## src/rtl/bill_validator.sv

```systemverilog
// bill_validator: synchronises the bill-acceptor sensor, measures each high
// pulse and turns it into a single insert_bill strobe, a reject strobe, or a
// sticky jam indication. A low-time holdoff separates consecutive bills.
module bill_validator #(
  parameter int unsigned SYNC_STAGES = 2,
  parameter int unsigned MIN_W       = 8,
  parameter int unsigned MAX_W       = 64,
  parameter int unsigned GAP         = 16,
  parameter int unsigned CNT_W       = 8
) (
  input  logic clk,
  input  logic rst,
  input  logic bill_raw,
  input  logic enable,
  input  logic jam_clr,
  output logic insert_bill,
  output logic reject,
  output logic busy,
  output logic jam
);

  localparam logic [CNT_W-1:0] L_MIN_W = CNT_W'(MIN_W);
  localparam logic [CNT_W-1:0] L_MAX_W = CNT_W'(MAX_W);
  localparam logic [CNT_W-1:0] L_JAM_W = CNT_W'(MAX_W + 1);
  localparam logic [CNT_W-1:0] L_GAP   = CNT_W'(GAP);
  localparam logic [CNT_W-1:0] L_ONE   = CNT_W'(1);

  typedef enum logic [1:0] {
    ST_IDLE    = 2'd0,
    ST_MEASURE = 2'd1,
    ST_HOLDOFF = 2'd2,
    ST_JAM     = 2'd3
  } state_t;

  state_t                 r_state;
  logic [SYNC_STAGES-1:0] r_sync;
  logic [CNT_W-1:0]       r_wcnt;
  logic [CNT_W-1:0]       r_gcnt;
  logic                   r_insert;
  logic                   r_reject;
  logic                   r_jam;

  logic                   w_s;
  logic [CNT_W-1:0]       w_gcnt_inc;
  logic                   w_width_ok;

  assign w_s        = r_sync[SYNC_STAGES-1];
  assign w_gcnt_inc = (r_gcnt < L_GAP) ? (r_gcnt + L_ONE) : r_gcnt;
  assign w_width_ok = (r_wcnt >= L_MIN_W) && (r_wcnt <= L_MAX_W);

  // Multi-flop synchroniser for the asynchronous sensor line.
  always_ff @(posedge clk or posedge rst) begin
    if (rst) begin
      r_sync <= '0;
    end else begin
      r_sync <= {r_sync[SYNC_STAGES-2:0], bill_raw};
    end
  end

  // Pulse-measurement FSM with registered strobes and sticky jam flag.
  always_ff @(posedge clk or posedge rst) begin
    if (rst) begin
      r_state  <= ST_HOLDOFF;
      r_wcnt   <= '0;
      r_gcnt   <= '0;
      r_insert <= 1'b0;
      r_reject <= 1'b0;
      r_jam    <= 1'b0;
    end else begin
      r_insert <= 1'b0;
      r_reject <= 1'b0;
      case (r_state)
        ST_IDLE: begin
          if (w_s) begin
            r_wcnt  <= L_ONE;
            r_state <= ST_MEASURE;
          end
        end
        ST_MEASURE: begin
          if (w_s) begin
            if (r_wcnt == L_MAX_W) begin
              r_state  <= ST_JAM;
              r_reject <= 1'b1;
              r_jam    <= 1'b1;
            end else if (r_wcnt < L_JAM_W) begin
              r_wcnt <= r_wcnt + L_ONE;
            end
          end else begin
            if (w_width_ok && enable) begin
              r_insert <= 1'b1;
            end else begin
              r_reject <= 1'b1;
            end
            r_gcnt  <= '0;
            r_state <= ST_HOLDOFF;
          end
        end
        ST_HOLDOFF: begin
          if (w_s) begin
            r_gcnt <= '0;
          end else begin
            r_gcnt <= w_gcnt_inc;
            if (w_gcnt_inc == L_GAP) begin
              r_state <= ST_IDLE;
            end
          end
        end
        ST_JAM: begin
          if (!w_s && jam_clr) begin
            r_jam   <= 1'b0;
            r_gcnt  <= '0;
            r_state <= ST_HOLDOFF;
          end
        end
        default: begin
          r_state <= ST_HOLDOFF;
        end
      endcase
    end
  end

  assign insert_bill = r_insert;
  assign reject      = r_reject;
  assign jam         = r_jam;
  assign busy        = (r_state != ST_IDLE);

endmodule

```

## config.mk

```make
export PLATFORM = sky130hd
export DESIGN_NAME = bill_validator
export DESIGN_NICKNAME = d
export VERILOG_FILES = /design/src/rtl/bill_validator.sv
export SDC_FILE = /design/constraint.sdc
export NUM_CORES = 1
export LEC_CHECK = 0
export ABC_AREA = 1
export BUFFER_PORTS_ARGS = -buffer_cell sky130_fd_sc_hd__buf_2
export CAP_MARGIN = 25
export CORE_ASPECT_RATIO = 2
export CORE_MARGIN = 2
export CORE_UTILIZATION = 45
export DETAILED_ROUTE_END_ITERATION = 6
export PLACE_DENSITY = 0.68
export SYNTH_ARGS = -nofsm -noshare
export SYNTH_HDL_FRONTEND = slang
export SYNTH_SLANG_ARGS = --single-unit
```

## constraint.sdc

```tcl
create_clock -name clk -period 1.4 [get_ports clk]
set_input_delay 0.42 -clock clk [delete_from_list [all_inputs] [get_ports clk]]
set_output_delay 0.42 -clock clk [all_outputs]
set_load 0.02 [all_outputs]
```

[After elaboration in Yosys (flattened, before gate mapping)]
Cells that the tools add are included.
Word-level totals
  flip-flop bits (word level): 23
  output and inout bits: 4
Cells by class
  add/subtract/negate cells: 2
  magnitude comparators: 4
  equal/unequal tests: 15
  muxes and demuxes: 28
  reductions and logical operators: 13
Operator list (number)
  $mux W8: 8
  $pmux W8 S3: 1
  $ne A2 B2 Y1 const B: 9
  $add A8 B1 Y8 const B: 2
  $pmux W8 S2: 1
  $mux W2: 6
  $mux W1: 10
  $reduce_and A5 Y1: 2
  $eq A8 B5 Y1 const B: 1
  $eq A8 B7 Y1 const B: 1
  $ge A8 B4 Y1 const B: 1
  $le A8 B7 Y1 const B: 1
  $lt A8 B5 Y1 const B: 1
  $lt A8 B7 Y1 const B: 1
  $pmux W2 S4: 1
  $reduce_bool A2 Y1: 3
  $eq A2 B2 Y1 const B: 2
  $reduce_and A4 Y1: 1
  $logic_and A1 B1 Y1: 3
  $ne A3 B3 Y1 const B: 1
  $reduce_and A3 Y1: 1
  $reduce_bool A3 Y1: 1
  $eq A2 B1 Y1 const B: 1
  $logic_not A2 Y1: 1
  2 further kinds: 2

[Depth between registers and ports, before layout]
  depth after elaboration: 6
  gate-level depth with buffers: 11
  depth with buffers taken out: 11

[Worst setup path after synthesis]
Ideal clock, no wire load.
  kind: reg2reg
  start: reg r_state[1]
  end: reg r_wcnt[1]
  setup time: 76 ps
  data arrival time: 1429 ps
  data required time: 1324 ps
  slack: -105 ps
  stages on the path, launching flop included: 10
  path buffers: 1
  cell sequence: dfstp_2 -> inv_2 -> nand2_1 -> nor2_1 -> clkinv_1 -> nand2_1 -> nor3_2 -> buf_6 -> nand3_1 -> o21ai_1
Between the ends
  cells in the longest elaborated chain, start to end: 3
  elaborated cells on any way between the ends: 9
  those cells by class: 5 x eq/ne; 1 x mux; 3 x reduce/logical
Ends and longest elaborated chain
  from (decl): RTL line 35  | state_t r_state;
  from (signal assigned): RTL line 63  | r_state <= ST_HOLDOFF;
  from (signal assigned): RTL line 76  | r_state <= ST_MEASURE;
  from (signal assigned): RTL line 82  | r_state <= ST_JAM;
  $eq A2 B1 Y1 or $logic_not A2 Y1 (tied branches): RTL line 72  | case (r_state)
  $ne A2 B2 Y1 (no source line) or $reduce_bool A2 Y1 (tied branches)
  $reduce_and A5 Y1 (no source line)
  to (signal assigned): RTL line 86  | r_wcnt <= r_wcnt + L_ONE;
  to (decl): RTL line 37  | logic [CNT_W-1:0] r_wcnt;
Parallel ways exist; a longest one is shown, timed or not.
A chain may end at the register's enable or synchronous reset.

[Final worst setup path]
  start: reg r_wcnt[3]
  end: reg r_wcnt[0]
Between the ends
  cells in the longest elaborated chain, start to end: 3
  elaborated cells on any way between the ends: 5
  those cells by class: 1 x order compare; 3 x eq/ne; 1 x reduce/logical
Ends and longest elaborated chain (RTL line)
  $lt A8 B7 Y1 or $eq A8 B7 Y1 (tied branches): 85, 81
  $ne A2 B2 Y1 (no source line)
  $reduce_and A5 Y1 (no source line) (*)
Every way passes the cells marked *; elsewhere a longest branch is shown, timed or not.

==> flow_summary.ini <==
[timing]
max_freq_mhz = 619
setup_viol = 13
drv_slew = 0
final-hold-violation-count = 0
clock_skew_ns = 0.000745
fin_crit_ns = 1.61
tightestPinTransition_ns = 0.348
rsz0062_at_grt = yes
relSlewSlack_pct = 76.7
finalCritPeriodShare_pct = 115
layout_setup_ws_ns = -0.215

[routing]
via_per_inst = 5.23
drtIter0Drc = 41
postRouteAntennaNets = 0
vias = 1277
drc = 0
drt-total-wl_mm = 3.59
firstDrtPassIters = 4
post_drt_wl_per_cell_um = 14.7

[clock_network]
postCtsHoldBufs = 0
cts_sinks = 23
root_buffer = clkbuf_8
cts_tree = yes
clock_path_buffers = 2
insertion_delay_ns = 0.27
path_clk_slew_ns = 0.08
cts_made_buffers = 3
htreeDepth = 1

[die]
rows = 27
core_sq_um = 2700
chipWidth_um = 41.3
initial_utilization_pct = 46.4
ios = 9
chipHeight_um = 78.7
die_area_sq_um = 3250

[placed_design]
pre_cts_ws_ns = -0.449
gp_congestion = 0.816
dp_hpwl_mm = 2.33
numPortBuffers = 8

[yosys]
synth_cell_type_count = 26
avgSynthCellArea_sq_um = 7.94
ys_seq_elements = 23
synthesis.area_sq_um = 1250
seq_area_frac_synth_pct = 46.0
yosys_warnings = 0
syn_inst = 158
syn_nets = 167

[power_and_ir_drop]
clkPwrFrac_pct = 13.9
sw_frac_of_total_pct = 40.9
power_w = 0.00307
p_leak_nw = 0.974
ir_drop_mv = 1.20
p_switching_w = 0.00126
seq_power_share_pct = 28.0
p_int_w = 0.00181
power_density_nw_per_um2 = 1660
combPwrFrac_pct = 58.1

[setup_path]
required_ns = 1.61
criticalPathCategory = register to register
path_common_cell = buf_6
max_stage_delay_ns = 0.39
startpoint_type = register
cp_num_buf_inv = 3
crit_slowest_cell = dfrtp_1
cp-end-kind = register
crit_chain = nor3_2 -> buf_4 -> nand3_4 -> a21oi_4 -> nor3_4 -> buf_6 -> buf_6 -> o21ai_2
crit_family = buffers and inverters
critPathArrivalTime_ns = 1.82
critPathMaxFanout = 8

[layout]
finalNetCount = 225
final_common_cell = buf_4
final_cell_mix = buf_4, nand2_1, dfrtp_1
final-seq-area_sq_um = 578
drive_above_1_share_pct = 41.9
area_growth_pct = 47.8
multiInputGateArea_sq_um = 687
diodes = 0
fillCellCount = 236
final_util_pct = 68.6

[global_route]
grt_usage_pct = 23.8
grt_max_degree = 24
antenna_found_initial = 0
grt_pass1_wl_mm = 5.28
grt_overflow_total = 0
grt_pass1_vias = 1297

[run_status]
violations = setup timing
outcome = complete, but fails checks

[worst_hold_path]
hp-class = primary input to asynchronous set/reset pin

[flow_run]
maxCapViolCount = 0
-- final timing paths --
kind | start | to | slack, ns | depth (start not counted)
setup / recovery | r_wcnt[3] | r_wcnt[0] | -0.21 | 8
hold / removal | rst | r_gcnt[6] | 0.17 | 3
setup reg to reg | r_wcnt[3] | r_wcnt[0] | -0.21 | 8
hold reg to reg | r_sync[0] | r_sync[1] | 0.36 | 0
max in group asynchronous | rst | r_state[1] | 0.94 | 3
min in group clk | bill_raw | r_sync[0] | 0.25 | 1
-- kinds of logic (layout without fill, tap and decap cells) --
logic type,count (synthesis),in the layout,share of synthesized area (%)
AOI/OAI and AO/OA,19,19,9.77
xor gates and xnor gates,5,5,3.49
adders and majority gates,4,4,3.99
buffers and inverters,24,81,7.78
DFF,23,23,46.0
and+or+nand+nor,83,83,29.0
-- worst reg2reg max path, cell delays in order (launching register included) --
cell	delay, ns
dfrtp_1	0.39
nor3_2	0.27
buf_4	0.18
nand3_4	0.08
a21oi_4	0.19
nor3_4	0.08
buf_6	0.16
buf_6	0.12
o21ai_2	0.09
-- power by group through the flow --
stage | Combinational [W] | Clock (W) | Sequential [W]
floorplan | 0.000668 | 0 | 0.000911
global placement | 0.00122 | 0 | 0.000869
detailed placement | 0.00126 | 0 | 0.000873
CTS | 0.00153 | 0.000423 | 0.000851
global route | 0.00191 | 0.000458 | 0.000875
finish | 0.00179 | 0.000427 | 0.000858
-- state kept, by name, summed over array words and instances, names as in the netlist --
name         count
r_sync           2
reject           1
jam              1
r_state          2
r_wcnt           8
r_gcnt           8
insert_bill      1
-- metrics by stage --
stage / hold WS, ns / std cells / TNS [ns] / instance area, sq um
2_1_floorplan: 0.331 / 158 / -0.0177 / 1260
3_3_place_gp: 0.336 / 230 / -2.48 / 1590
3_5_place_dp: 0.339 / 230 / -3.30 / 1590
4_1_cts: 0.188 / 240 / -1.05 / 1750
5_1_grt: 0.206 / 244 / -2.81 / 1850
6_report: 0.173 / 244 / -2.05 / 1850
-- synthesized netlist by cell type (all sizes together) --
cell	instances	share of area, %
inv	22	6.6
buf	1	0.90
dfstp	1	2.1
nor3	3	2.0
nand3	14	5.6
nand4	4	2.0
nand2	45	13
o21ai	7	3.1
o21a	3	1.8
nor2	16	5.4
o22ai	3	1.5
dfrtp	22	44
a21oi	2	1.1
o21bai	1	0.60
ha	4	4.0
o31ai	2	1.2
a31oi	1	0.50
xor2	5	3.5
clkinv	1	0.30
nand3b	1	0.60
-- per-layer routing --
layer  GRT usage, %  share of wire (%)
met1           22.2                 32
met2           43.4                 62
met3           5.08                2.1
met4           10.6                4.4
met5              0                  0
-- area by class of cell --
type / count / share of cell area, %
Multi-Input combinational cell: 111 / 37.0
Sequential cell: 23 / 31.2
Timing Repair Buffer: 54 / 22.7
Inverter: 23 / 4.66
Clock buffer: 4 / 2.43
Tap cell: 29 / 1.96
-- what timing repair did --
item	in CTS	in global routing
resized for setup	14	26
setup endpoints to repair	17	18
pin swaps	7	8
buffers inserted	6	6
(Power assumes the default switching activity.)
